[config.mk]
export PLATFORM = sky130hd
export DESIGN_NAME = serial_adder
export DESIGN_NICKNAME = d
export VERILOG_FILES = /design/src/rtl/serial_adder.sv
export SDC_FILE = /design/constraint.sdc
export NUM_CORES = 1
export LEC_CHECK = 0
export ABC_AREA = 1
export ABC_CLOCK_PERIOD_IN_PS = 1400
export CORE_UTILIZATION = 40
export CTS_CLUSTER_DIAMETER = 50
export DETAILED_ROUTE_END_ITERATION = 7
export MAX_ROUTING_LAYER = met4
export PLACE_DENSITY = 0.71
export SLEW_MARGIN = 0
export SYNTH_ARGS = -nofsm -noshare
export SYNTH_HDL_FRONTEND = slang
export SYNTH_SLANG_ARGS = --single-unit
[constraint.sdc]
create_clock -name clk -period 1.4 [get_ports clk]
set_input_delay 0.28 -clock clk [delete_from_list [all_inputs] [get_ports clk]]
set_output_delay 0.28 -clock clk [all_outputs]
set_load 0.03 [all_outputs]
[src/rtl/serial_adder.sv]
// Bit-serial adder: one full-adder cell and a carry flop, one bit pair per clock, LSB first.
// Result is a+b mod 2^WIDTH with the carry out of the MSB reported separately.
module serial_adder #(
    parameter int WIDTH = 8
) (
    input  logic             clk,
    input  logic             rst_n,
    input  logic             start,
    input  logic [WIDTH-1:0] a,
    input  logic [WIDTH-1:0] b,
    output logic [WIDTH-1:0] sum,
    output logic             cout,
    output logic             busy,
    output logic             done
);

    localparam int CW = (WIDTH > 1) ? $clog2(WIDTH) : 1;

    typedef enum logic [1:0] {
        IDLE,
        RUN,
        DONE
    } state_t;

    state_t         state, state_nx;
    logic [WIDTH-1:0] a_sh, b_sh;
    logic           c;
    logic [CW-1:0]  cnt;
    logic           s, c_nx, last;

    always_comb begin
        s    = a_sh[0] ^ b_sh[0] ^ c;
        c_nx = (a_sh[0] & b_sh[0]) | (c & (a_sh[0] ^ b_sh[0]));
        last = (cnt == CW'(WIDTH - 1));
    end

    always_comb begin
        state_nx = state;
        busy     = 1'b0;
        done     = 1'b0;
        case (state)
            IDLE: if (start) state_nx = RUN;
            RUN: begin
                busy = 1'b1;
                if (last) state_nx = DONE;
            end
            DONE: begin
                done     = 1'b1;
                state_nx = IDLE;
            end
            default: state_nx = IDLE;
        endcase
    end

    always_ff @(posedge clk or negedge rst_n) begin
        if (!rst_n) state <= IDLE;
        else        state <= state_nx;
    end

    // Sum bits fill the MSB vacated by each shift of a_sh, so after WIDTH
    // shifts a_sh itself is the LSB-aligned result register.
    always_ff @(posedge clk or negedge rst_n) begin
        if (!rst_n) begin
            a_sh <= '0;
            b_sh <= '0;
            c    <= 1'b0;
            cnt  <= '0;
            sum  <= '0;
            cout <= 1'b0;
        end else begin
            case (state)
                IDLE: begin
                    if (start) begin
                        a_sh <= a;
                        b_sh <= b;
                        c    <= 1'b0;
                        cnt  <= '0;
                    end
                end
                RUN: begin
                    a_sh <= {s, a_sh[WIDTH-1:1]};
                    b_sh <= {1'b0, b_sh[WIDTH-1:1]};
                    c    <= c_nx;
                    cnt  <= cnt + CW'(1);
                    if (last) begin
                        sum  <= {s, a_sh[WIDTH-1:1]};
                        cout <= c_nx;
                    end
                end
                default: ;
            endcase
        end
    end

endmodule

==> summary.txt, run 1 <==
Finish
  • Register Area: slightly below 800 um2
  • Non-filler cells, final: approximately 280
  • Commonest cells after routing, fill and taps aside: nand2_1, dfrtp_1, inv_1, nand3_1, clkdlybuf4s50_1
  • Synthesis-to-layout area growth: 35.9%
  • Multi-input logic area: roughly 600 um2
  • Post-route cell area: roughly 2100 um2
  • Final nets: 255
  • # diodes: 0
  • Share of cells above drive strength 1: around 17%
  • Commonest non-fill, non-tap cell in the layout: nand2_1
  • Layout filler cell count: ~330

STA
  • Max-slew violation count: 0
  • Max-slew headroom: around four fifths
  • Tmin final: around 1.3 ns
  • Setup violators final: 0
  • Skew final: 0.00563 ns
  • Worst slew pin tran: roughly 0.31 ns
  • Final number of hold-violating endpoints: 0
  • RSZ-0062 raised after global routing: false
  • Final worst-path cycle share: 95.9%
  • Fmax: approximately 740 MHz

Global route
  • GR Util All Layers: 18.7%
  • Grt met3 use: 7.32%
  • Met2 usage: 29.0%
  • Gr busiest metal: met2
  • Largest net degree at the start of global routing: 32
  • Initial antenna violation count: 0
  • Vias in the first global route: around 1300
  • Met1 Use GR: 21.8%
  • First-pass GRT wire length: about 5500 um
  • Total grt overflow: 0

Drt
  • 1st-pass router iterations: 4
  • Drt initial violations: 64
  • Drt drc: 0
  • ANT nets after route: 0
  • DR vias: 1309
  • Via density: 4.66
  • WL/cell: 11.2 um
  • Post-Route WL: 3140 um

Logic synthesis
  • Library cells used by synthesis: 21
  • Synth Area per Inst: approximately 8 um2
  • Post-synthesis sequential area ratio: 50.7%
  • Post-Syn Area: approximately 1500 um2
  • Number of synthesized register bits: 31
  • Synth Instances: ~190
  • Synth Net Count: about 210
  • YS warnings: 0

Power and ir drop
  • Net Sw Frac: 41.9%
  • Static leakage: ~1.1 nW
  • Max rail drop VDD: between 1 and 1.5 mV
  • Share of power burned in registers: 34.3%
  • Switching power: ~2.0 mW
  • Power Dens Cells: between 2000 and 2500 nW/um2
  • Pint: 2.71 mW
  • Overall power: ~4.7 mW
  • Comb pwr share: between 50% and 60%
  • Clock power share: approximately 15%

Clock tree
  • CTS buffer count: 5
  • Clk root buf: clkbuf_8
  • H-tree depth: 2
  • CTS Hold Bufs: 0
  • Clk sinks: 31
  • CTS Buffer Depth: 2
  • CTS tree: built
  • Clk_lat worst skew: 0.28 ns
  • Clock slew at reported path FFs: around 0.070 ns

Die
  • Row count: 22
  • Core area: about 3700 um2
  • Chip width: ~64 um
  • DIE AREA: roughly 4000 um2
  • Initial Utilization: around two fifths
  • Die span in y: 63.9 um
  • Top Ports: 30

Place
  • Placed cell area: roughly 1900 um2
  • Cells after DPL: 269
  • Hpwl dp: 2220 um
  • Port bufs: 29
  • GP Congestion: approximately 0.77

Min path
  • Worst hold path class: in2async

Worst setup path
  • Crit-path max cell delay: approximately 0.43 ns
  • CP max stage cell: dfrtp_1
  • Critical Path AT: roughly 1.1 ns
  • CP required: between 1 and 1.5 ns
  • Worst setup EP type: output pin
  • Crit path kind: reg2out
  • CP bufs+invs: 2
  • CP delay by family, top: flip-flops
  • CP most frequent cell: buf_6
  • Max FO, Critical Path: 4
  • Critical path startpoint category: flip-flop
  • CP cell instances: buf_6 -> nor2_4 -> buf_6

Job
  • MaxCap Viol Count: 0

Status
  • Status: finished, final reports clean
-- logic make-up (layout without fill, tap and decap cells) --
family | after synthesis | count (layout) | synth area share [%]
flops | 31 | 31 | 50.7
buf+inv | 39 | 83 | 11.1
fa+ha+maj | 3 | 3 | 2.94
compound gates | 11 | 11 | 5.39
simple gates | 105 | 105 | 29.9
-- through the flow --
step / util (%) / setup TNS (ns) / hold WS (ns) / setup slack [ns]
after CTS: 55.7 / 0 / 0.354 / 0.00419
after floorplan: - / 0 / -0.0156 / 0.00645
after global placement: 52.7 / 0 / 0.459 / 0.00945
after global routing: 56.9 / 0 / 0.383 / 0.00362
after detailed placement: 52.7 / -0.0479 / 0.466 / -0.0187
final: 56.9 / 0 / 0.356 / 0.0571
-- layer usage --
layer	wire length, um	share of wire (%)
met4	50	1.6
met5	0	0
met1	1410	45
met2	1510	48
met3	167	5.3
-- power by group through the flow --
| stage | Combinational [mW] | Sequential (mW) | Clock (mW) |
|---|---|---|---|
| floorplan | 1.39 | 1.78 | 0 |
| global placement | 2.24 | 1.61 | 0 |
| detailed placement | 2.31 | 1.61 | 0 |
| CTS | 2.32 | 1.60 | 0.736 |
| global route | 2.67 | 1.66 | 0.784 |
| finish | 2.36 | 1.60 | 0.710 |
-- synthesized netlist by cell type (all sizes together) --
master | instances | area [um2]
dfrtp | 31 | 776
buf | 7 | 50.1
fa | 1 | 20.0
inv | 31 | 116
o22ai | 1 | 6.26
clkbuf | 1 | 3.75
nor2 | 3 | 18.8
nand2 | 72 | 288
ha | 2 | 25.0
nand3 | 29 | 145
o21ai | 9 | 71.3
a21oi | 1 | 5.00
nand4 | 1 | 6.26
-- area by class of cell --
class	instances	share of cell area (%)
sequential	31	37.3
tap	48	2.88
clock buffer	6	3.97
multi-input combinational	119	28.7
timing repair buffer	45	21.0
inverter	31	5.83
clock inverter	1	0.240
-- state kept, by name, indices dropped and copies added, names as in the netlist --
name   cells
a_sh       8
b_sh       8
sum        8
cnt        3
state      2
c          1
cout       1
-- path summary, 6_finish.rpt --
check | from | endpoint | slack, ns | cells after the start
min | rst_n | a_sh[4] | 0.36 | 2
min reg2reg | sum[3] | sum[3] | 0.48 | 2
max | state[0] | done | 0.06 | 3
max in group asynchronous | rst_n | state[1] | 0.87 | 2
max reg2reg | state[0] | a_sh[3] | 0.09 | 7
min in group clk | sum[3] | sum[3] | 0.48 | 2
-- timing repair --
action,CTS,global route
buffers inserted,3,2
setup endpoints to repair,11,17
pin swaps,1,1
resized for setup,12,8
(Power assumes the default switching activity.)
==> run 2: changes to the inputs <==
==> constraint.sdc (replaced) <==
create_clock -name clk -period 1.4 [get_ports clk]
set_input_delay 0.28 -clock clk [delete_from_list [all_inputs] [get_ports clk]]
set_output_delay 0.28 -clock clk [all_outputs]
set_load 0.02 [all_outputs]
==> run 2 against run 1 <==
Against the previous run:
- wire length down 0.48%
- count of clock-buffer cells in the layout up 1
- sequential share of layout area up 1.3 points
- sequential power about the same
- first-iteration DRC count down 28%
- register-to-register slack about the same
- flip-flop and latch count unchanged
- critical path type is now reg2reg
- largest power group unchanged
- highest routed layer unchanged
==> summary.txt, run 2 (synthesized netlist as in run 1, its figures left out) <==
Clock tree
  • CTS tree: built (unchanged)
  • Clk_lat worst skew: 0.28 ns (about the same)
  • Clk root buf: clkbuf_8 (unchanged)
  • Clk sinks: 31 (unchanged)
  • CTS Buffer Depth: 2 (unchanged)
  • Clock slew at reported path FFs: 0.06 ns (was 0.07 ns)
  • H-tree depth: 2 (unchanged)
  • CTS buffer count: 5 (unchanged)

Power and ir drop
  • Power Dens Cells: 2190 nW/um2 (was 2240 nW/um2)
  • Static leakage: 1.11 nW (was 1.14 nW)
  • Max rail drop VDD: 1.06 mV (was 1.23 mV)

Worst setup path
  • Max FO, Critical Path: 2 (was 4)
  • Critical Path AT: 1.48 ns (was 1.06 ns)
  • Crit path kind: reg2reg (was reg2out)
  • CP required: 1.57 ns (was 1.12 ns)
  • Critical path startpoint category: flip-flop (unchanged)
  • Worst setup EP type: flip-flop (was output pin)

STA
  • Worst hold margin: 0.353 ns (was 0.356 ns)
  • Max-slew headroom: 86.1% (was 79.5%)
  • Setup TNS: 0 ns (unchanged)
  • RSZ-0062 raised after global routing: false (unchanged)
  • Tmin final: 1.31 ns (was 1.34 ns)
  • Final number of hold-violating endpoints: 0 (unchanged)
  • Fmax: 764 MHz (was 745 MHz)
  • Skew final: 0.00373 ns (was 0.00563 ns)
  • Final worst-path cycle share: 93.5% (was 95.9%)
  • Setup violators final: 0 (unchanged)
  • Max-slew violation count: 0 (unchanged)
  • Worst slew pin tran: 0.208 ns (was 0.309 ns)

Die
  • Initial Utilization: 41.8% (unchanged)
  • Row count: 22 (unchanged)
  • Core area: 3660 um2 (unchanged)
  • Die span in y: 63.9 um (unchanged)
  • Top Ports: 30 (unchanged)
  • Chip width: 63.9 um (unchanged)
  • DIE AREA: 4080 um2 (unchanged)

Place
  • Hpwl dp: 2210 um (was 2220 um)
  • Port bufs: 29 (unchanged)
  • Placed cell area: 1950 um2 (was 1930 um2)
  • GP Congestion: 0.779 (was 0.773)
  • Cells after DPL: 271 (was 269)

Global route
  • Total grt overflow: 0 (unchanged)
  • First-pass GRT wire length: 5430 um (was 5540 um)
  • Largest net degree at the start of global routing: 32 (unchanged)
  • Vias in the first global route: 1193 (was 1252)
  • GR Util All Layers: 18.5% (was 18.7%)
  • Initial antenna violation count: 0 (unchanged)

Finish
  • Core Util, Final: 54.9% (was 56.9%)
  • Share of cells above drive strength 1: 15.2% (was 17.2%)
  • Top Registers: a_sh (8), b_sh (8), sum (8) (unchanged)
  • # diodes: 0 (unchanged)
  • Commonest non-fill, non-tap cell in the layout: nand2_1 (unchanged)
  • Synthesis-to-layout area growth: 31.3% (was 35.9%)
  • Post-route cell area: 2010 um2 (was 2080 um2)
  • Non-filler cells, final: 279 (was 281)
  • Commonest cells after routing, fill and taps aside: nand2_1, dfrtp_1, nand3_1, inv_1, clkdlybuf4s50_1 (was nand2_1, dfrtp_1, inv_1, nand3_1, clkdlybuf4s50_1)
  • Layout filler cell count: 356 (was 333)
  • Final nets: 252 (was 255)

Job
  • MaxCap Viol Count: 0 (unchanged)

Drt
  • Via density: 4.56 (was 4.66)
  • ANT nets after route: 0 (unchanged)
  • Drt initial violations: 46 (was 64)
  • DR vias: 1273 (was 1309)
  • Drt drc: 0 (unchanged)
  • 1st-pass router iterations: 4 (unchanged)
  • Post-Route WL: 3120 um (was 3140 um)
  • WL/cell: 11.2 um (about the same)

Status
  • Status: finished, final reports clean (unchanged)

Min path
  • Worst hold path class: in2async (unchanged)
-- run 2: cell types whose count changed in the layout (fill, tap and decap cells not counted), moves of 2 or more --
cell      delta
buf_2        +2
buf_6        -3
clkbuf_1     +2
inv_2        +2
-- run 2: final cells by class --
class                      count  area, um2  area share, %
clock buffer                   7       76.3           3.80
clock inverter                 1       5.00          0.249
inverter                      31        116           5.79
multi-input combinational    119        586           29.1
sequential                    31        776           38.6
tap                           48       60.1           2.99
timing repair buffer          42        392           19.5
-- run 2: timing repair --
item / in CTS / in global routing
pin swaps: 0 / 0
cloned: 0 / 0
setup buffers: 0 / 0
endpoints found under the setup margin: 11 / 2
hold buffers: 0 / 0
resized for setup: 16 / 2
-- run 2: routing by layer --
metal,part of all wire (%),global-route usage [%],vias up
li1,-,-,658
met1,46,21.6,584
met2,47,29.1,25
met3,4.4,5.89,6
met4,1.9,8.52,0
met5,0,-,-
-- run 2: final timing paths --
kind,cells past startpoint,end,start,slack (ns)
worst max-delay path,5,a_sh[7],c,0.09
worst min-delay path,2,sum[0],rst_n,0.35
worst max register to register,5,a_sh[7],c,0.09
worst min register to register,2,sum[3],sum[3],0.48
max in group asynchronous,2,sum[7],rst_n,0.87
min in group clk,2,sum[3],sum[3],0.48
-- run 2: metrics by stage --
stage | worst slack, ns | power [mW]
3_3_place_gp | -0.0563 | 3.79
3_5_place_dp | -0.0587 | 3.85
6_report | 0.0912 | 4.41
4_1_cts | 0.0334 | 4.46
5_1_grt | 0.0205 | 4.81
2_1_floorplan | 0.128 | 3.07
-- run 2: power breakdown --
part / switching (mW) / internal [mW]
Combinational: 1.26 / 0.897
Clock: 0.327 / 0.348
Sequential: 0.239 / 1.34
-- run 2: worst max-delay path, stage by stage, from the launching register on --
cell and delay, ns:
dfrtp_1 0.40, fa_1 0.49, inv_2 0.08, nand3_1 0.07, nand3_1 0.10, nand2_1 0.06
==> run 3: changes to the inputs <==
--- a/config.mk
+++ b/config.mk
@@ -6,7 +6,7 @@
 export NUM_CORES = 1
 export LEC_CHECK = 0
 export ABC_AREA = 1
-export ABC_CLOCK_PERIOD_IN_PS = 1400
+export ABC_CLOCK_PERIOD_IN_PS = 1300
 export CORE_UTILIZATION = 40
 export CTS_CLUSTER_DIAMETER = 50
 export DETAILED_ROUTE_END_ITERATION = 7
==> constraint.sdc (replaced) <==
create_clock -name clk -period 1.3 [get_ports clk]
set_input_delay 0.26 -clock clk [delete_from_list [all_inputs] [get_ports clk]]
set_output_delay 0.26 -clock clk [all_outputs]
set_load 0.02 [all_outputs]
==> run 3 against run 2 <==
Against the previous run:
- wire length stayed put
- non-clock buffer count is 2 higher
- clock skew is 0.0071 ns higher
- register-to-register slack worse by 0.04 ns
- worst hold slack worse by 0.024 ns
- clock power is 45% higher
- combinational power is 13% higher
- total power is 16% higher
- final cell count is 0.72% higher
- largest power group unchanged
==> summary.txt, run 3 (synthesized netlist as in run 1, its figures left out) <==
Job
  • MaxCap Viol Count: 0 (unchanged)

Die
  • Top Ports: 30 (unchanged)
  • Chip width: 63.9 um (unchanged)
  • Row count: 22 (unchanged)
  • DIE AREA: 4080 um2 (unchanged)
  • Initial Utilization: 41.8% (unchanged)
  • Core area: 3660 um2 (unchanged)
  • Die span in y: 63.9 um (unchanged)

Finish
  • Core Util, Final: 57.6% (was 54.9%)
  • Commonest non-fill, non-tap cell in the layout: nand2_1 (unchanged)
  • Synthesis-to-layout area growth: 37.6% (was 31.3%)
  • Final nets: 254 (was 252)
  • # diodes: 0 (unchanged)
  • Top Registers: a_sh (8), b_sh (8), sum (8) (unchanged)
  • Commonest cells after routing, fill and taps aside: nand2_1, dfrtp_1, inv_1, nand3_1, clkdlybuf4s50_1 (was nand2_1, dfrtp_1, nand3_1, inv_1, clkdlybuf4s50_1)
  • Share of cells above drive strength 1: 18.9% (was 15.2%)

Place
  • Hpwl dp: 2190 um (was 2210 um)
  • GP Congestion: 0.793 (was 0.779)
  • Port bufs: 29 (unchanged)

Worst setup path
  • Critical R2R Capture: a_sh[7] (unchanged)
  • Critical path startpoint category: flip-flop (unchanged)
  • R2R Setup Slk: 0.05 ns (was 0.09 ns)
  • Worst reg2reg path depth: 5 (unchanged)
  • CP delay by family, top: flip-flops (was adder cells)
  • Worst r2r src: c (unchanged)
  • Critical Path AT: 1.00 ns (was 1.48 ns)
  • Crit path kind: reg2out (was reg2reg)
  • CP max stage cell: dfrtp_1 (was fa_1)
  • Worst setup EP type: output pin (was flip-flop)
  • CP bufs+invs: 2 (was 1)
  • Crit-path max cell delay: 0.40 ns (was 0.49 ns)
  • CP required: 1.04 ns (was 1.57 ns)
  • CP cell instances: inv_2 -> nor2_2 -> buf_6 (was fa_1 -> inv_2 -> nand3_1 -> nand3_1 -> nand2_1)
  • Max FO, Critical Path: 2 (unchanged)

Min path
  • Worst hold path class: in2async (unchanged)

Clock tree
  • Clock slew at reported path FFs: 0.07 ns (was 0.06 ns)
  • Clk_lat worst skew: 0.29 ns (was 0.28 ns)
  • CTS Buffer Depth: 2 (unchanged)
  • CTS tree: built (unchanged)
  • Clk sinks: 31 (unchanged)
  • CTS buffer count: 5 (unchanged)
  • CTS Hold Bufs: 0 (unchanged)
  • H-tree depth: 2 (unchanged)
  • Postcts setup bufs: 0 (unchanged)
  • Clk root buf: clkbuf_8 (unchanged)

STA
  • Setup violators final: 0 (unchanged)
  • Skew final: 0.0108 ns (was 0.00373 ns)
  • Final number of hold-violating endpoints: 0 (unchanged)
  • Tmin final: about 1.3 ns
  • Max-slew headroom: 85.0% (was 86.1%)
  • RSZ-0062 raised after global routing: true (was false)
  • Final worst-path cycle share: between 90% and 100%
  • Fmax: 791 MHz
  • Max-slew violation count: 0 (unchanged)
  • Worst slew pin tran: 0.227 ns (was 0.208 ns)

Drt
  • Drt initial violations: 49 (was 46)
  • 1st-pass router iterations: 4 (unchanged)
  • WL/cell: 11.1 um (was 11.2 um)
  • Post-Route WL: 3120 um (unchanged)
  • Drt drc: 0 (unchanged)
  • Via density: 4.58 (was 4.56)
  • DR vias: 1286 (was 1273)
  • ANT nets after route: 0 (unchanged)

Power and ir drop
  • Power Dens Cells: 2430 nW/um2 (was 2190 nW/um2)
  • Overall power: 5.12 mW (was 4.41 mW)
  • Max rail drop VDD: 1.34 mV (was 1.06 mV)
  • Static leakage: 1.15 nW (was 1.11 nW)

Global route
  • First-pass GRT wire length: 5350 um (was 5430 um)
  • Gr busiest metal: met2 (unchanged)
  • Met1 Use GR: 20.4% (was 21.6%)
  • Vias in the first global route: 1231 (was 1193)
  • GR Util All Layers: 18.2% (was 18.5%)
  • Met2 usage: 29.0% (was 29.1%)
  • Grt met3 use: 6.43% (was 5.89%)
  • Total grt overflow: 0 (unchanged)
  • Largest net degree at the start of global routing: 32 (unchanged)
  • Initial antenna violation count: 0 (unchanged)

Status
  • Status: finished, final reports clean (unchanged)
==> run 3: changes by cell type in the layout (fill, tap and decap cells not counted), moves of 2 or more <==
cell      before  now
buf_6          0    2
nand3_1       29   27
buf_2          2    0
clkbuf_1       2    0
nand3_2        0    2
==> run 3: per-layer routing <==
layer	routed length, um	share of wire (%)
met5	0	0
met4	65	2.1
met3	150	4.8
met2	1500	48
met1	1410	45
==> run 3: how the worst max path moves through the flow <==
stage | startpoint | to | slack [ns] | depth (start not counted)
3_3_place_gp | state[1] | done | -0.14 | 3
6_report | state[1] | done | 0.04 | 3
2_1_floorplan | state[0] | done | 0.05 | 3
5_1_grt | c | a_sh[7] | -0.009 | 5
4_1_cts | state[1] | b_sh[7] | 0.004 | 6
3_5_place_dp | state[1] | done | -0.15 | 3
==> run 3: final cells by class <==
| class | instances | area [um2] |
|---|---|---|
| clock buffer | 6 | 82.6 |
| timing repair buffer | 44 | 433 |
| fill | 344 | 1550 |
| tap | 48 | 60.1 |
| inverter | 31 | 116 |
| sequential | 31 | 776 |
| multi-input combinational | 119 | 604 |
| clock inverter | 2 | 35.0 |
==> run 3: worst register-to-register path, delay by kind of cell, from the launching register on <==
family	cells	cell delay [ns]
adder cells (fa/ha/maj)	1	0.49
flip-flops	1	0.39
AND/OR/NAND/NOR	3	0.19
buffers and inverters	1	0.09
==> run 3: metrics by stage <==
step                      instances  setup slack [ns]  setup TNS, ns  area, um2  hold WS (ns)
after global routing            281          -0.00906        -0.0159       2110         0.357
after floorplan                 189            0.0478              0       1530       -0.0356
after CTS                       281           0.00403              0       2070         0.330
after global placement          273            -0.143         -0.445       1970         0.461
after detailed placement        273            -0.148         -0.577       1970         0.466
final                           281            0.0362              0       2110         0.329
==> run 3: power breakdown <==
part / total, mW / switching, mW / internal, mW
logic: 2.42 / 1.38 / 1.04
clock network: 0.982 / 0.363 / 0.619
registers: 1.72 / 0.271 / 1.44
==> run 3: what timing repair did <==
item                       CTS  global route
setup endpoints to repair   12            22
hold endpoints to repair     0             0
gates resized for setup     20            11
pin swaps                    0             3
